[config.mk]
export PLATFORM = sky130hd
export DESIGN_NAME = sample_playback
export DESIGN_NICKNAME = d
export VERILOG_FILES = /design/src/rtl/sample_playback.sv
export SDC_FILE = /design/constraint.sdc
export NUM_CORES = 1
export LEC_CHECK = 0
export ABC_AREA = 0
export CORE_MARGIN = 2
export CORE_UTILIZATION = 62
export CTS_CLUSTER_DIAMETER = 120
export DETAILED_ROUTE_END_ITERATION = 16
export PLACE_DENSITY_LB_ADDON = 0.2
export SLEW_MARGIN = 20
export SYNTH_ARGS = -nofsm -noshare
export SYNTH_HDL_FRONTEND = slang
export SYNTH_SLANG_ARGS = --single-unit
[constraint.sdc]
create_clock -name clk_i -period 3.1 [get_ports clk_i]
set_clock_uncertainty 0.2 [all_clocks]
set_input_delay 0.775 -clock clk_i [delete_from_list [all_inputs] [get_ports clk_i]]
set_output_delay 0.775 -clock clk_i [all_outputs]
set_load 0.05 [all_outputs]
[src/rtl/sample_playback.sv]
// Two-bank frame store fed by a valid/ready stream, replayed one sample per SAMPLE_PERIOD clocks.
// Malformed frames are discarded with a frame_err pulse; a dry reader raises sticky underrun.
module sample_playback #(
  parameter int unsigned SAMPLE_W      = 16,
  parameter int unsigned FRAME_LEN     = 18,
  parameter int unsigned SAMPLE_PERIOD = 557
) (
  input  logic                clk_i,
  input  logic                rst_i,
  input  logic [SAMPLE_W-1:0] in_data_i,
  input  logic                in_valid_i,
  input  logic                in_last_i,
  output logic                in_ready_o,
  output logic [SAMPLE_W-1:0] out_data_o,
  output logic                out_strobe_o,
  output logic                frame_start_o,
  output logic                frame_err_o,
  output logic                underrun_o,
  input  logic                underrun_clr_i
);

  localparam int unsigned IdxW  = (FRAME_LEN > 1) ? $clog2(FRAME_LEN) : 1;
  localparam int unsigned TickW = (SAMPLE_PERIOD > 1) ? $clog2(SAMPLE_PERIOD) : 1;
  localparam logic [IdxW-1:0]  IdxLast  = IdxW'(FRAME_LEN - 1);
  localparam logic [TickW-1:0] TickLast = TickW'(SAMPLE_PERIOD - 1);

  localparam logic [0:0] WrFill = 1'b0;
  localparam logic [0:0] WrDrop = 1'b1;
  localparam logic [0:0] RdIdle = 1'b0;
  localparam logic [0:0] RdPlay = 1'b1;

  logic [SAMPLE_W-1:0] mem_q [2][FRAME_LEN];

  logic [TickW-1:0]    tick_cnt_q, tick_cnt_d;
  logic [1:0]          bank_full_q, bank_full_d;
  logic                wr_bank_q, wr_bank_d;
  logic                rd_bank_q, rd_bank_d;
  logic [IdxW-1:0]     wr_idx_q, wr_idx_d;
  logic [IdxW-1:0]     rd_idx_q, rd_idx_d;
  logic [0:0]          wr_st_q, wr_st_d;
  logic [0:0]          rd_st_q, rd_st_d;
  logic                in_ready_q, in_ready_d;
  logic [SAMPLE_W-1:0] out_data_q, out_data_d;
  logic                out_strobe_q, out_strobe_d;
  logic                frame_start_q, frame_start_d;
  logic                frame_err_q, frame_err_d;
  logic                underrun_q, underrun_d;

  logic tick, wr_xfer, wr_en, do_out, underrun_set;

  assign tick    = (tick_cnt_q == TickLast);
  assign wr_xfer = in_valid_i & in_ready_q;
  assign wr_en   = wr_xfer & (wr_st_q == WrFill);

  always_comb begin
    tick_cnt_d    = tick ? '0 : tick_cnt_q + 1'b1;
    bank_full_d   = bank_full_q;
    wr_bank_d     = wr_bank_q;
    rd_bank_d     = rd_bank_q;
    wr_idx_d      = wr_idx_q;
    rd_idx_d      = rd_idx_q;
    wr_st_d       = wr_st_q;
    rd_st_d       = rd_st_q;
    out_data_d    = out_data_q;
    out_strobe_d  = 1'b0;
    frame_start_d = 1'b0;
    frame_err_d   = 1'b0;
    do_out        = 1'b0;
    underrun_set  = 1'b0;

    // Reader: rd_idx is always 0 while idle, so entering PLAY starts at sample 0.
    if (tick) begin
      if (bank_full_q[rd_bank_q]) begin
        rd_st_d = RdPlay;
        do_out  = 1'b1;
      end else if (rd_st_q == RdPlay) begin
        underrun_set = 1'b1;
        rd_st_d      = RdIdle;
      end
    end

    if (do_out) begin
      out_data_d    = mem_q[rd_bank_q][rd_idx_q];
      out_strobe_d  = 1'b1;
      frame_start_d = (rd_idx_q == '0);
      if (rd_idx_q == IdxLast) begin
        bank_full_d[rd_bank_q] = 1'b0;
        rd_bank_d              = ~rd_bank_q;
        rd_idx_d               = '0;
      end else begin
        rd_idx_d = rd_idx_q + 1'b1;
      end
    end

    if (wr_xfer) begin
      unique case (wr_st_q)
        WrFill: begin
          if (in_last_i) begin
            wr_idx_d = '0;
            if (wr_idx_q == IdxLast) begin
              bank_full_d[wr_bank_q] = 1'b1;
              wr_bank_d              = ~wr_bank_q;
            end else begin
              frame_err_d = 1'b1;
            end
          end else if (wr_idx_q == IdxLast) begin
            wr_idx_d    = '0;
            frame_err_d = 1'b1;
            wr_st_d     = WrDrop;
          end else begin
            wr_idx_d = wr_idx_q + 1'b1;
          end
        end
        WrDrop: begin
          if (in_last_i) wr_st_d = WrFill;
        end
      endcase
    end

    // Uses the registered full flags so a bank freed this cycle is offered one cycle later.
    in_ready_d = (wr_st_d == WrDrop) | ~bank_full_q[wr_bank_d];
    underrun_d = underrun_set | (underrun_q & ~underrun_clr_i);
  end

  always_ff @(posedge clk_i or posedge rst_i) begin
    if (rst_i) begin
      tick_cnt_q    <= '0;
      bank_full_q   <= '0;
      wr_bank_q     <= 1'b0;
      rd_bank_q     <= 1'b0;
      wr_idx_q      <= '0;
      rd_idx_q      <= '0;
      wr_st_q       <= WrFill;
      rd_st_q       <= RdIdle;
      in_ready_q    <= 1'b0;
      out_data_q    <= '0;
      out_strobe_q  <= 1'b0;
      frame_start_q <= 1'b0;
      frame_err_q   <= 1'b0;
      underrun_q    <= 1'b0;
    end else begin
      tick_cnt_q    <= tick_cnt_d;
      bank_full_q   <= bank_full_d;
      wr_bank_q     <= wr_bank_d;
      rd_bank_q     <= rd_bank_d;
      wr_idx_q      <= wr_idx_d;
      rd_idx_q      <= rd_idx_d;
      wr_st_q       <= wr_st_d;
      rd_st_q       <= rd_st_d;
      in_ready_q    <= in_ready_d;
      out_data_q    <= out_data_d;
      out_strobe_q  <= out_strobe_d;
      frame_start_q <= frame_start_d;
      frame_err_q   <= frame_err_d;
      underrun_q    <= underrun_d;
    end
  end

  // Sample storage needs no reset: the full flags gate every read.
  always_ff @(posedge clk_i) begin
    if (wr_en) mem_q[wr_bank_q][wr_idx_q] <= in_data_i;
  end

  assign in_ready_o    = in_ready_q;
  assign out_data_o    = out_data_q;
  assign out_strobe_o  = out_strobe_q;
  assign frame_start_o = frame_start_q;
  assign frame_err_o   = frame_err_q;
  assign underrun_o    = underrun_q;

endmodule

### Word level (Yosys, flattened, before mapping)

Memory sizes are Yosys's and may differ from the RTL's.
Cells that the tools add are included.

* divide/modulo/power cells: 0
* shifts and indexed selects: 0
* bitwise operators: 15
* magnitude comparators: 8
* add/sub/neg operators: 3
* reductions and logical operators: 6
* equal/unequal tests: 3
* muxes and demuxes: 45
* multipliers: 0

Operators with widths (count)
* $mux 288: 1
* $bmux 16 s5: 1
* $demux 16 s5: 1
* $mux 16: 3
* $mux 1: 26
* $mux 5: 3
* $ge 6x6->1 const B: 2
* $mux 2: 6
* $not 5->6: 2
* $add 10x1->10 const B: 1
* $add 5x1->5 const B: 2
* $eq 10x10->1 const B: 1
* $eq 5x5->1 const B: 2
* $mux 10: 1
* $lt 1x2->1 const B: 3
* $lt 6x1->1 const B: 1
* $logic_not 5->1: 1
* $not 1->1: 5
* $reduce_and 2->1: 2
* $and 1x1->1: 3
* $logic_and 1x1->1: 3
* $and 2x2->2: 1
* $demux 1 s1: 2
* $ge 1x1->1 const B: 2
* 4 further kinds: 5

* output and inout port bits: 21
* logic and storage cells: 95
* ROM bits: 0
* bits of input ports: 21
* memories kept: 1
* register bits: 47
* bits in writable memories: 576
* latch bits: 0

Memory list
* mem_q: words 2, width 288, read ports 1, clocked after memory_dff 0, wr ports 1, line 32 `logic [SAMPLE_W-1:0] mem_q [2][FRAME_LEN];`

### Logic depth before layout (Yosys ltp)

* word-level depth: 13
* mapped depth: 9
* depth with buffers taken out: 7

### Worst setup path before layout

OpenSTA, ideal clock, no wires.

* path type: input-to-reg
* start point: in in_valid_i
* end point: mem mem_q[1][144] (netlist bit) (enable)
* required time: 2.512 ns
* path buffers: 1
* path slack: 0.376 ns
* library setup time: 0.388 ns
* stages on the path: 4
* arrival time: 2.135 ns
* cells stage by stage: and3b_1 > clkbuf_1 > nand3_1 > nor2_1

* word-level cells in the longest chain between the ends: 4

RTL lines
* start: declaration: line 11 `input logic in_valid_i,`
* $and 1x1->1: line 52 `assign wr_xfer = in_valid_i & in_ready_q;`
* $and 1x1->1: line 53 `assign wr_en = wr_xfer & (wr_st_q == WrFill);`
* $mux 1: line 161 `if (wr_en) mem_q[wr_bank_q][wr_idx_q] <= in_data_i;`
* $mux 288 (not written as such): line 161
* end: declaration: line 32

Every way passes these cells.

### Final worst setup path

* start point: reg out_data_q[12], in the netlist out_data_o[12]
* end point: out out_data_o[12]

RTL lines
* start: declaration: line 43 `logic [SAMPLE_W-1:0] out_data_q, out_data_d;`
* start signal: assignment: line 151 `out_data_q <= out_data_d;`
* end: declaration: line 14 `output logic [SAMPLE_W-1:0] out_data_o,`

No word-level cell between the ends.

==> flow_summary_export.csv <==
group,metric,value,unit
outcome,status,"finished clean",
layout,fin_nets,1550,
critical_path,reg2reg_from,"rd_idx_q[1]$_DFFE_PP0N_",
layout,area_growth,14.6,%
layout,post-route-util,0.724,
critical_path,cp.required,2120,ps
hold_path,whs_path_depth,1,
placed_design,io_buffer_count,41,
sta,fmax,339,MHz
sta,rsz0062_at_grt,"no",
sta,hold_slack,302,ps
clock_network,clk_latency,620,ps
critical_path,cp-start-kind,"flip-flop",
synthesis,yosysWarnings,0,
sta,period_minus_slack,2950,ps
synthesis,synth.ff_latch_count,623,
grt,track_usage,0.299,
clock_network,cts.path.max_buffers,3,
critical_path,rrSetupSlack,310,ps
sta,fin_crit_sh,0.951,
synthesis,synth_top_area_cell,"edfxtp_1",
clock_network,cts_tree,"done",
clock_network,cts_sinks,623,
clock_network,cts_setup_buffers,0,
clock_network,path_clk_slew,70,ps
synthesis,syn_inst,1387,
routing,routed_via_density,6.45,
critical_path,endpoint_kind,"output pin",
routing,antenna_left,0,
grt,grt_pass1_wl,87.6,mm
floorplan,die_w,203,um
sta,setup_tns,0,ps
clock_network,cts_hold_buf,0,
floorplan,num_rows,72,
sta,timing.final.max_slew_violations,0,
sta,tightest_slew,771,ps
critical_path,reg2regPathDepth,7,
pwr,total_power,17.0,mW
synthesis,ys_async_sr_fraction,0.0754,
sta,hold_viol,0,
hold_path,min-delay-start,"tick_cnt_q[8]$_DFF_PP0_",
critical_path,cp_max_fo,2,
floorplan,start_util,0.632,
floorplan,core-area,38800,um^2
placed_design,placed_cells,1976,
synthesis,avgSynthCellArea,17.7,um^2
routing,drt_pass1_iterations,6,
clock_network,cts-root-buf,"clkbuf_16",
routing,vias,13500,
clock_network,cts_max_level,2,
placed_design,gp_congestion,0.987,
hold_path,hold_class,"reg -> reg",
layout,final-seq-area,18500,um^2
critical_path,crit_path_max_incr_delay,860,ps
synthesis,ys_seq_area_frac,0.752,
sta,slew_headroom,0.484,
critical_path,cpMaxStageDelayCell,"clkdlybuf4s50_1",
synthesis,yosys.area.top_type_share,0.704,
synthesis,synthFlopType,"edfxtp_1",
clock_network,post_cts_resized,0,
layout,layout.cells.non_filler,2089,
routing,drc,0,
critical_path,path_depth,1,
pwr,max-vdd-ir-drop,0.000544,V
grt,grt_pass1_vias,13300,
synthesis,synth_area,24600,um^2
routing,routed_wl,59.8,mm
grt,grt_max_degree,48,
floorplan,die_y,203,um
synthesis,syn-num-nets,1418,
grt,overflow,0,
critical_path,timing.rr.end,"out_data_o[6]$_DFFE_PP0N_",
pwr,p_leak,9.09,nW
synthesis,synth_edf_count,576,
job,drv_cap,0,
clock_network,cts_buffers,59,
floorplan,ios,42,
synthesis,synthTopCellsByArea,"edfxtp_1 (70%), mux2i_1 (8.1%), dfrtp_1 (4.8%)",
critical_path,arrival,1970,ps
hold_path,worstHoldEndpoint,"tick_cnt_q[8]$_DFF_PP0_",
placed_design,dp_hpwl,37.5,mm
routing,drtIter0Drc,1807,
layout,multi_input_area,5510,um^2
critical_path,path_buf_inv,1,
critical_path,path_class,"reg -> out",
floorplan,die_area,41200,um^2
grt,antenna_found_initial,1,
critical_path,cp_top_family,"buffers and inverters",
sta,finalSetupViolCount,0,
layout,drive_gt1_frac,0.167,
routing,wl_per_cell,28.6,um
critical_path,cp_cell_sequence,"clkdlybuf4s50_1",
synthesis,synth_cell_type_count,52,
layout,num-fill-cells,2300,
pwr,power.density,604,nW/um^2
cell usage after synthesis, drive strengths merged, types with 3 or more instances:
library cell  count
a31oi             3
nand3            59
or2               3
nand3b            3
o21ai            15
a211o             5
nand4            11
dfrtp            47
o221ai            5
a22oi            51
nor2b             3
ha               10
edfxtp          576
o22ai             6
buf              53
a221o            11
o31ai             6
clkbuf           27
nor2             66
xor2              7
a211oi            6
and2              3
a21oi            58
xnor2             4
nand2            60
and3             14
inv              13
mux2i           199
mux4             45
layout by cell type (no fill, tap or decap), types with 14 or more instances in the layout:
| master | Yosys | layout |
|---|---|---|
| nand3_1 | 59 | 59 |
| a22oi_1 | 51 | 51 |
| a21oi_1 | 58 | 58 |
| dfrtp_1 | 47 | 45 |
| clkdlybuf4s50_1 | 0 | 41 |
| mux2i_1 | 199 | 199 |
| o21ai_0 | 14 | 14 |
| edfxtp_1 | 576 | 576 |
| clkbuf_16 | 0 | 61 |
| nand2_1 | 60 | 60 |
| buf_4 | 7 | 98 |
| and3_1 | 14 | 14 |
| nor2_1 | 66 | 65 |
| mux4_2 | 45 | 45 |
| clkinv_2 | 0 | 16 |
how the worst max path moves through the flow:
stage,startpoint,endpoint
final,out_data_o[12]$_DFFE_PP0N_,out_data_o[12]
after global routing,out_data_o[4]$_DFFE_PP0N_,out_data_o[4]
after CTS,out_data_o[4]$_DFFE_PP0N_,out_data_o[4]
after detailed placement,in_valid_i,mem_q[1][184]$_DFFE_PP_
after global placement,in_valid_i,mem_q[0][18]$_DFFE_PP_
after floorplan,in_valid_i,mem_q[1][144]$_DFFE_PP_
cells by family (layout without fill, tap and decap cells):
| family | Yosys count | in the layout | share of synthesized area |
|---|---|---|---|
| multiplexers | 246 | 246 | 0.123 |
| adder cells (fa/ha/maj) | 10 | 10 | 0.00510 |
| flip-flops | 623 | 623 | 0.752 |
| buffers and inverters | 93 | 275 | 0.0244 |
| XOR/XNOR | 11 | 11 | 0.00392 |
| AND/OR/NAND/NOR | 234 | 234 | 0.0448 |
| AO/OA/AOI/OAI | 170 | 170 | 0.0461 |
| other | 0 | 2 | 0 |
flip-flops by register name, summed over array words and instances (netlist names), 2 cells and up:
| register | count |
|---|---|
| mem_q | 576 |
| out_data_o | 16 |
| tick_cnt_q | 10 |
| rd_idx_q | 5 |
| wr_idx_q | 5 |
| bank_full_q | 2 |
power breakdown:
group	leakage [nW]	switching [mW]	internal, mW
Clock	1.01	3.02	4.55
Sequential	5.80	0.00388	9.18
Combinational	2.27	0.194	0.0427
routing by layer:
layer | vias up | track usage | share of wire
li1 | 5747 | - | -
met1 | 6798 | 0.423 | 0.38
met2 | 802 | 0.460 | 0.46
met3 | 132 | 0.0673 | 0.11
met4 | 0 | 0.117 | 0.040
met5 | - | 0 | 0
through the flow:
step / setup WS, ps / area (um^2)
floorplan: 376 / 24600
global placement: 202 / 26100
detailed placement: 177 / 26100
CTS: 184 / 28100
global route: 131 / 28100
finish: 151 / 28100
layout make-up:
cell class	instances	area share
repair buffers	151	0.0493
clock buffers	75	0.0568
clock inverters	36	0.0161
diodes	2	0.000178
inverters	13	0.00173
flip-flops and latches	623	0.657
well taps	518	0.0230
multi-input cells	671	0.196
Power figures use the tool's default switching activity.
